`src/rtl/vec_uop_sequencer.sv`:
```
// vec_uop_sequencer: splits one vector instruction into LANES-wide uops, tracks lane writebacks, stalls the scalar pipe
// Ports:
//   clk, rst                      clock, async active-high reset
//   instr_* / instr_ready         instruction handshake from ID (op, vd, vs1, vs2, vl)
//   flush                         abandon remaining uops, drain, finish without done
//   uop_* / uop_ready             uop handshake to the lanes (op, regs, elem_idx, mask)
//   wb_valid                      one lane writeback retired
//   busy, pipe_stall, done        status to the scalar pipeline
module vec_uop_sequencer #(
    parameter int MAX_VL = 8,
    parameter int LANES  = 2,
    parameter int OP_W   = 4,
    parameter int VL_W   = $clog2(MAX_VL + 1)
) (
    input  logic             clk,
    input  logic             rst,
    input  logic             instr_valid,
    output logic             instr_ready,
    input  logic [OP_W-1:0]  instr_op,
    input  logic [4:0]       instr_vd,
    input  logic [4:0]       instr_vs1,
    input  logic [4:0]       instr_vs2,
    input  logic [VL_W-1:0]  instr_vl,
    input  logic             flush,
    output logic             uop_valid,
    input  logic             uop_ready,
    output logic [OP_W-1:0]  uop_op,
    output logic [4:0]       uop_vd,
    output logic [4:0]       uop_vs1,
    output logic [4:0]       uop_vs2,
    output logic [VL_W-1:0]  uop_elem_idx,
    output logic [LANES-1:0] uop_mask,
    input  logic             wb_valid,
    output logic             busy,
    output logic             pipe_stall,
    output logic             done
);
    typedef enum logic [1:0] {IDLE, ISSUE, DRAIN, DONE} state_t;
    localparam logic [VL_W:0] STEP = (VL_W + 1)'(LANES);
    state_t          state, state_nxt;
    logic [VL_W-1:0] vl_q, outstanding, out_nxt;
    logic [VL_W:0]   idx_nxt;
    logic            flushed, accept, xfer, wb_dec, last;
    assign accept      = state == IDLE && instr_valid && !flush;
    assign uop_valid   = state == ISSUE;
    assign xfer        = uop_valid && uop_ready;
    assign wb_dec      = wb_valid && outstanding != '0;
    assign out_nxt     = outstanding + VL_W'(xfer) - VL_W'(wb_dec);
    assign idx_nxt     = {1'b0, uop_elem_idx} + STEP;
    assign last        = idx_nxt >= {1'b0, vl_q};
    assign instr_ready = state == IDLE;
    assign busy        = state != IDLE;
    assign pipe_stall  = busy || (instr_valid && state == IDLE && instr_vl != '0);
    // a flushed instruction still passes through DONE but must not report completion
    assign done        = state == DONE && !flushed;
    genvar i;
    generate
        for (i = 0; i < LANES; i++) begin : g_mask
            assign uop_mask[i] = {1'b0, uop_elem_idx} + (VL_W + 1)'(i) < {1'b0, vl_q};
        end
    endgenerate
    always_comb begin
        state_nxt = state;
        case (state)
            IDLE:    state_nxt = accept ? (instr_vl == '0 ? DONE : ISSUE) : IDLE;
            ISSUE:   state_nxt = (flush || (xfer && last)) ? DRAIN : ISSUE;
            // out_nxt already includes a writeback landing this cycle
            DRAIN:   state_nxt = out_nxt == '0 ? DONE : DRAIN;
            default: state_nxt = IDLE;
        endcase
    end
    always_ff @(posedge clk or posedge rst) begin
        if (rst) begin
            state        <= IDLE;
            uop_op       <= '0;
            uop_vd       <= '0;
            uop_vs1      <= '0;
            uop_vs2      <= '0;
            vl_q         <= '0;
            uop_elem_idx <= '0;
            outstanding  <= '0;
            flushed      <= 1'b0;
        end else begin
            state       <= state_nxt;
            outstanding <= out_nxt;
            if (accept) begin
                uop_op       <= instr_op;
                uop_vd       <= instr_vd;
                uop_vs1      <= instr_vs1;
                uop_vs2      <= instr_vs2;
                vl_q         <= instr_vl;
                uop_elem_idx <= '0;
                flushed      <= 1'b0;
            end
            if (xfer) uop_elem_idx <= idx_nxt[VL_W-1:0];
            if (flush && (state == ISSUE || state == DRAIN)) flushed <= 1'b1;
        end
    end
endmodule

```
`config.mk`:
```
export PLATFORM = sky130hd
export DESIGN_NAME = vec_uop_sequencer
export DESIGN_NICKNAME = d
export VERILOG_FILES = /design/src/rtl/vec_uop_sequencer.sv
export SDC_FILE = /design/constraint.sdc
export NUM_CORES = 1
export LEC_CHECK = 0
export BUFFER_PORTS_ARGS = -buffer_cell sky130_fd_sc_hd__buf_2
export CAP_MARGIN = 20
export CORE_UTILIZATION = 30
export CTS_CLUSTER_SIZE = 20
export DETAILED_ROUTE_END_ITERATION = 12
export RECOVER_POWER = 25
export SYNTH_ARGS = -nofsm -noshare
export SYNTH_HDL_FRONTEND = slang
export SYNTH_SLANG_ARGS = --single-unit
```
`constraint.sdc`:
```
create_clock -name clk -period 7.1 [get_ports clk]
set_clock_uncertainty 0.15 [all_clocks]
set_input_delay 1.42 -clock clk [delete_from_list [all_inputs] [get_ports clk]]
set_output_delay 1.42 -clock clk [all_outputs]
set_load 0.05 [all_outputs]
```
; ---- After elaboration in Yosys (flattened, before gate mapping)
; Index checks and enable logic that the tools add are counted.
[totals]
register_bits = 34
latchBits = 0
ramBits = 0
romBits = 0
out_inout_bits = 30
wordCells = 49
n_memories = 0
[op_classes]
addsub = 4
mul = 0
n_div = 0
n_lt_le_gt_ge = 3
n_eq_ne = 3
n_shift = 0
muxes = 9
bitwise_logic = 0
n_reduce_logical = 21
[op_table]
columns = cell, n
row1 = 1-bit logical AND, 8
row2 = 4-bit zero test, 2
row3 = 4-bit two-way mux, 2
row4 = 4-bit nonzero test, 2
row5 = 2-bit two-way mux, 3
row6 = 2-bit case mux with 3 select lines, 1
row7 = 2-bit nonzero test, 3
row8 = 4-bit by 1-bit adder with 5-bit output (second input constant), 1
row9 = 4-bit by 2-bit adder with 5-bit output (second input constant), 1
row10 = 5-bit by 4-bit greater-or-equal comparator with 1-bit output, 1
row11 = 5-bit by 4-bit < comparator with 1-bit output, 1
row12 = 4-bit by 1-bit adder with 4-bit output, 1
row13 = 2-bit equality test (second input constant), 2
row14 = 4-bit < comparator, 1
row15 = 4-bit by 1-bit subtractor with 4-bit output, 1
row16 = 1-bit logical OR, 3
row17 = 1-bit two-way mux, 3
row18 = 2-bit by 1-bit equality test with 1-bit output (second input constant), 1
row19 = 1-bit zero test, 2
row20 = 2-bit zero test, 1

; ---- Logic depth before layout (Yosys ltp)
[logic_depth]
ltp_word = 7
depth_mapped = 12

; ---- Worst setup path after synthesis
; Ideal clock, no wire load.
[synth_path]
path_kind = input to output
startpoint = in instr_valid
endpoint = out pipe_stall
arrival_ps = 2559
t_required_ps = 5530
setup_slack_ps = 2971
cell_stages = 2
n_path_buf = 0
cell_sequence = inv_1 > o21ai_0
[synth_between]
elab_chain_cells = 3
[synth_lines]
columns = element, line_no
row1 = start: declaration, 17  ; input logic instr_valid,
row2 = 1-bit logical AND (2 in a row), 53  ; assign pipe_stall = busy || (instr_valid && state == IDLE && instr_vl != '0);
row3 = 1-bit logical OR, 53
row4 = end: declaration, 35  ; output logic pipe_stall,
; Every way passes these cells.

; ---- Final worst setup path
[layout_path]
startpoint = in instr_vl[1]
endpoint = out pipe_stall
[layout_between]
elab_chain_cells = 3
[layout_lines]
columns = element, line_no
row1 = start: declaration, 23  ; input logic [VL_W-1:0] instr_vl,
row2 = 4-bit nonzero test, 53
row3 = 1-bit logical AND, 53
row4 = 1-bit logical OR, 53
; Every way passes these cells.

==> summary by stage <==
STA
The setup slack after layout is 3.11 ns. Setup repair after global routing left no endpoint under its margin. The final setup violation count is 0. The final critical path takes up 56.2% of the cycle. The worst relative slew slack is -22.2%. The maximum clock rate is 0.251 GHz. The total negative setup slack is 0 ns.

At the pin with the least slew margin, the transition time is 1.83 ns. The number of hold-slack violations in the final timing report was 0. The count of pins over their slew limit is 34.

The post-route minimum period is 3.99 ns.

Synth
The sequential fraction of the synthesis area is 49.5%. The number of distinct standard cells referenced by the synthesized netlist is 27. Yosys attributes the largest share of cell area to sky130_fd_sc_hd__dfrtp_1 50%, sky130_fd_sc_hd__nand2_1 16%, sky130_fd_sc_hd__ha_1 14%. For this run, the number of Yosys warnings is 0. The library cell with the largest summed area after synthesis is sky130_fd_sc_hd__dfrtp_1.

Summing every instance area after synthesis gives 1670 um^2. In this run the biggest area consumer among cell types represents 49.5% of the synthesized area. The mean instance size in the synthesized netlist is 9.06 um^2. Synthesis handed over a netlist of 184 instances. In this run, synthesis produced a sequential element count of 33. The total nets after synthesis is 232.

Floorplan
For this design the top-level I/O count stands at 59. The full die area is 5860 um^2. The die is 76.5 um wide.

The area of the core is 5240 um^2. The initialized floorplan defines 26 standard-cell rows. The vertical extent of the die is 76.5 um. Once the floorplan was initialized, standard cells occupied 31.8% of the core.

Power
Power spread over the standard cell area amounts to 537 nW/um^2. The analysis attributes to cell leakage a power of 1.21 nW. The peak supply drop is 0.208 mV.

Critical path
The critical path data arrival time is 2.42 ns. The largest single stage delay on the critical path is 0.51 ns. The most critical setup path has its endpoint at pipe_stall. For flop-to-flop paths, the worst setup slack is 3.99 ns. STA classifies the critical path startpoint as a primary input. The library cell contributing the largest single delay on the critical path is sky130_fd_sc_hd__nor4_1.

The worst register-to-register path begins at state[1]. The worst setup path is captured at an output pin. Counting both buffers and inverters, the worst setup path holds a total of 2.

Walking the worst path, the cells encountered are buf_2 -> nor4_1 -> o21ai_0 -> buf_2. The critical path class is in2out. The maximum fanout count along the critical path is 2. The critical path runs through a total of 4 cells. The origin of the worst setup path is instr_vl[1]. The kind of cell adding the most delay to the critical path is simple AND/OR/NAND/NOR gates. The number of cell instances on the worst register-to-register path is 11. The most numerous cell type found on the critical path is sky130_fd_sc_hd__buf_2.

The capture point of the worst reg-to-reg path is state[0]. At the worst endpoint, the required time is 5.53 ns.

Finish
The fraction of layout instances using a drive strength above 1 is 27.6%. The library cells used most frequently in the layout, excluding fill and tap cells, are 69 x sky130_fd_sc_hd__nand2_1, 57 x sky130_fd_sc_hd__buf_2, 33 x sky130_fd_sc_hd__dfrtp_1. The number of inserted diodes is 0. In the final design database the tool counted 293 nets. The leading cell type in the layout, fill and taps excluded is sky130_fd_sc_hd__nand2_1. From synthesis to final layout, the design area changed by 29.6%.

Global routing
The maximum number of pins on one net before global-route repair is 34. Across every metal layer, demand over resource in global routing totals 13.4%. The total overflow left after global routing is 0.

The via count of the first global-routing pass is 1,260. The number of antenna violations at the first check in global routing is 0. The first global-routing pass estimated 6150 um of wire.

Detailed routing
After the first detailed-routing iteration, the DRC count stood at 43. After detailed routing, the average wire length per cell comes to 11.3 um. The via count is 1,369. The number of detailed-route iterations in the first pass is 4. The remaining antenna violation count is 0.

For this block, the routed nets add up to 3570 um of wire. In the routed layout, each cell is associated on average with a via count of 4.33. The total DRC errors in the routed layout is 0.

Clock tree
The number of buffers created by CTS is 5. TritonCTS built the clock tree. Clock latency on the worst-skew pair, taken at its later pin, is 0.28 ns.

The clock passes through at most 2 buffers. The post-CTS resize count is 0. The H-tree was split into 2 levels.

The cts-stage hold buffer count is 0. The CTS clock-pin slew for the worst setup and hold paths is 0.07 ns. The clock root buffer is sky130_fd_sc_hd__clkbuf_8. The number of setup buffers added after CTS is 0. The number of sinks handled by clock tree synthesis is 33.

Status
The final reports fail on max-capacitance violations, max-slew violations. The run finished, with violations left.

Placed design
During placement, the flow inserted port buffers numbering 57. At the placement stage, the worst setup path has a slack of 3.11 ns. At the end of routability-driven placement, the weighted congestion stood at 0.773.

The half-perimeter wire length of the detailed placement result is 2500 um.

Run
The total of max-cap violations is 1.

Hold path
The min-delay analysis places its worst path in the category reg2reg.
==> logic make-up (layout without fill, tap and decap cells) <==
logic type	count (synthesis)	count (layout)	share of synthesized area, %
AO/OA/AOI/OAI	22	22	7.36
XOR/XNOR	3	3	1.58
adder cells (fa/ha/maj)	19	19	14.7
buffers and inverters	20	82	4.88
flip-flops	33	33	49.5
other	1	1	0.225
AND/OR/NAND/NOR	86	86	21.7
==> sequential cells by signal (all words and copies together), names as in the netlist <==
register and cells:
outstanding 4, uop_vd 5, state 2, uop_vs2 5
uop_op 4, uop_elem_idx 3, vl_q 4, flushed 1
uop_vs1 5
==> synthesized netlist by cell type, drive strengths merged <==
| cell | number |
|---|---|
| a21boi | 1 |
| a21o | 1 |
| a21oi | 7 |
| a311o | 1 |
| a31oi | 1 |
| and2 | 1 |
| buf | 3 |
| clkbuf | 2 |
| conb | 1 |
| dfrtp | 33 |
| fa | 1 |
| ha | 18 |
| inv | 15 |
| nand2 | 69 |
| nand2b | 4 |
| nand3 | 2 |
| nand3b | 1 |
| nor2 | 4 |
| nor2b | 1 |
| nor3 | 1 |
| nor4 | 1 |
| o21ai | 10 |
| o22ai | 1 |
| or2b | 1 |
| or4 | 1 |
| xor2 | 3 |
==> stage by stage <==
| step | total power, mW | cells | util (%) | instance area (um^2) | hold slack (ns) |
|---|---|---|---|---|---|
| after floorplan | 0.829 | 184 | - | 1670 | 0.310 |
| after global placement | 0.969 | 307 | 38.7 | 2030 | 0.306 |
| after detailed placement | 0.978 | 307 | 38.7 | 2030 | 0.307 |
| after CTS | 1.17 | 315 | 41.0 | 2150 | 0.325 |
| after global routing | 1.25 | 316 | 41.2 | 2160 | 0.342 |
| final | 1.16 | 316 | 41.2 | 2160 | 0.322 |
==> worst min-delay path by stage <==
stage	startpoint	to	slack, ns	cells after the start
finish	uop_vd[2]	uop_vd[2]	0.32	2
global route	uop_op[2]	uop_op[2]	0.34	2
CTS	uop_vd[2]	uop_vd[2]	0.32	2
detailed placement	uop_vs2[0]	uop_vs2[0]	0.31	2
global placement	uop_vs2[2]	uop_vs2[2]	0.31	2
floorplan	vl_q[0]	vl_q[0]	0.31	2
==> where the power goes <==
part           internal (mW)  switching (mW)  leakage, nW
Clock                  0.114          0.0731       0.0574
Combinational          0.174           0.474        0.745
Sequential             0.276          0.0482        0.410
Total                  0.563           0.596         1.21
==> layer usage <==
| layer | GRT usage [%] | up-vias | routed length (um) |
|---|---|---|---|
| met2 | 21.4 | 45 | 1600 |
| met1 | 17.0 | 612 | 1660 |
| met3 | 4.31 | 6 | 254 |
| met5 | 0 | - | 0 |
| li1 | - | 706 | - |
| met4 | 4.62 | 0 | 53 |
==> worst reg2reg max path, stage by stage (launching register included) <==
cell and delay (ns):
sky130_fd_sc_hd__dfrtp_1 0.40, sky130_fd_sc_hd__inv_1 0.08, sky130_fd_sc_hd__ha_1 0.23, sky130_fd_sc_hd__and2_1 0.20
sky130_fd_sc_hd__inv_1 0.11, sky130_fd_sc_hd__ha_1 0.28, sky130_fd_sc_hd__inv_1 0.04, sky130_fd_sc_hd__ha_1 0.20
sky130_fd_sc_hd__fa_1 0.45, sky130_fd_sc_hd__or2b_2 0.30, sky130_fd_sc_hd__or4_1 0.41, sky130_fd_sc_hd__a31oi_1 0.18
==> layout make-up <==
cell class              count  area [um^2]
clock buffers               6         82.6
clock inverters             2         37.5
fillers                   526         3080
inverters                  15         56.3
multi-input cells         131          766
flip-flops and latches     33          826
well taps                  70         87.6
repair buffers             59          304
Note: power is estimated with default switching activity, not from simulation.
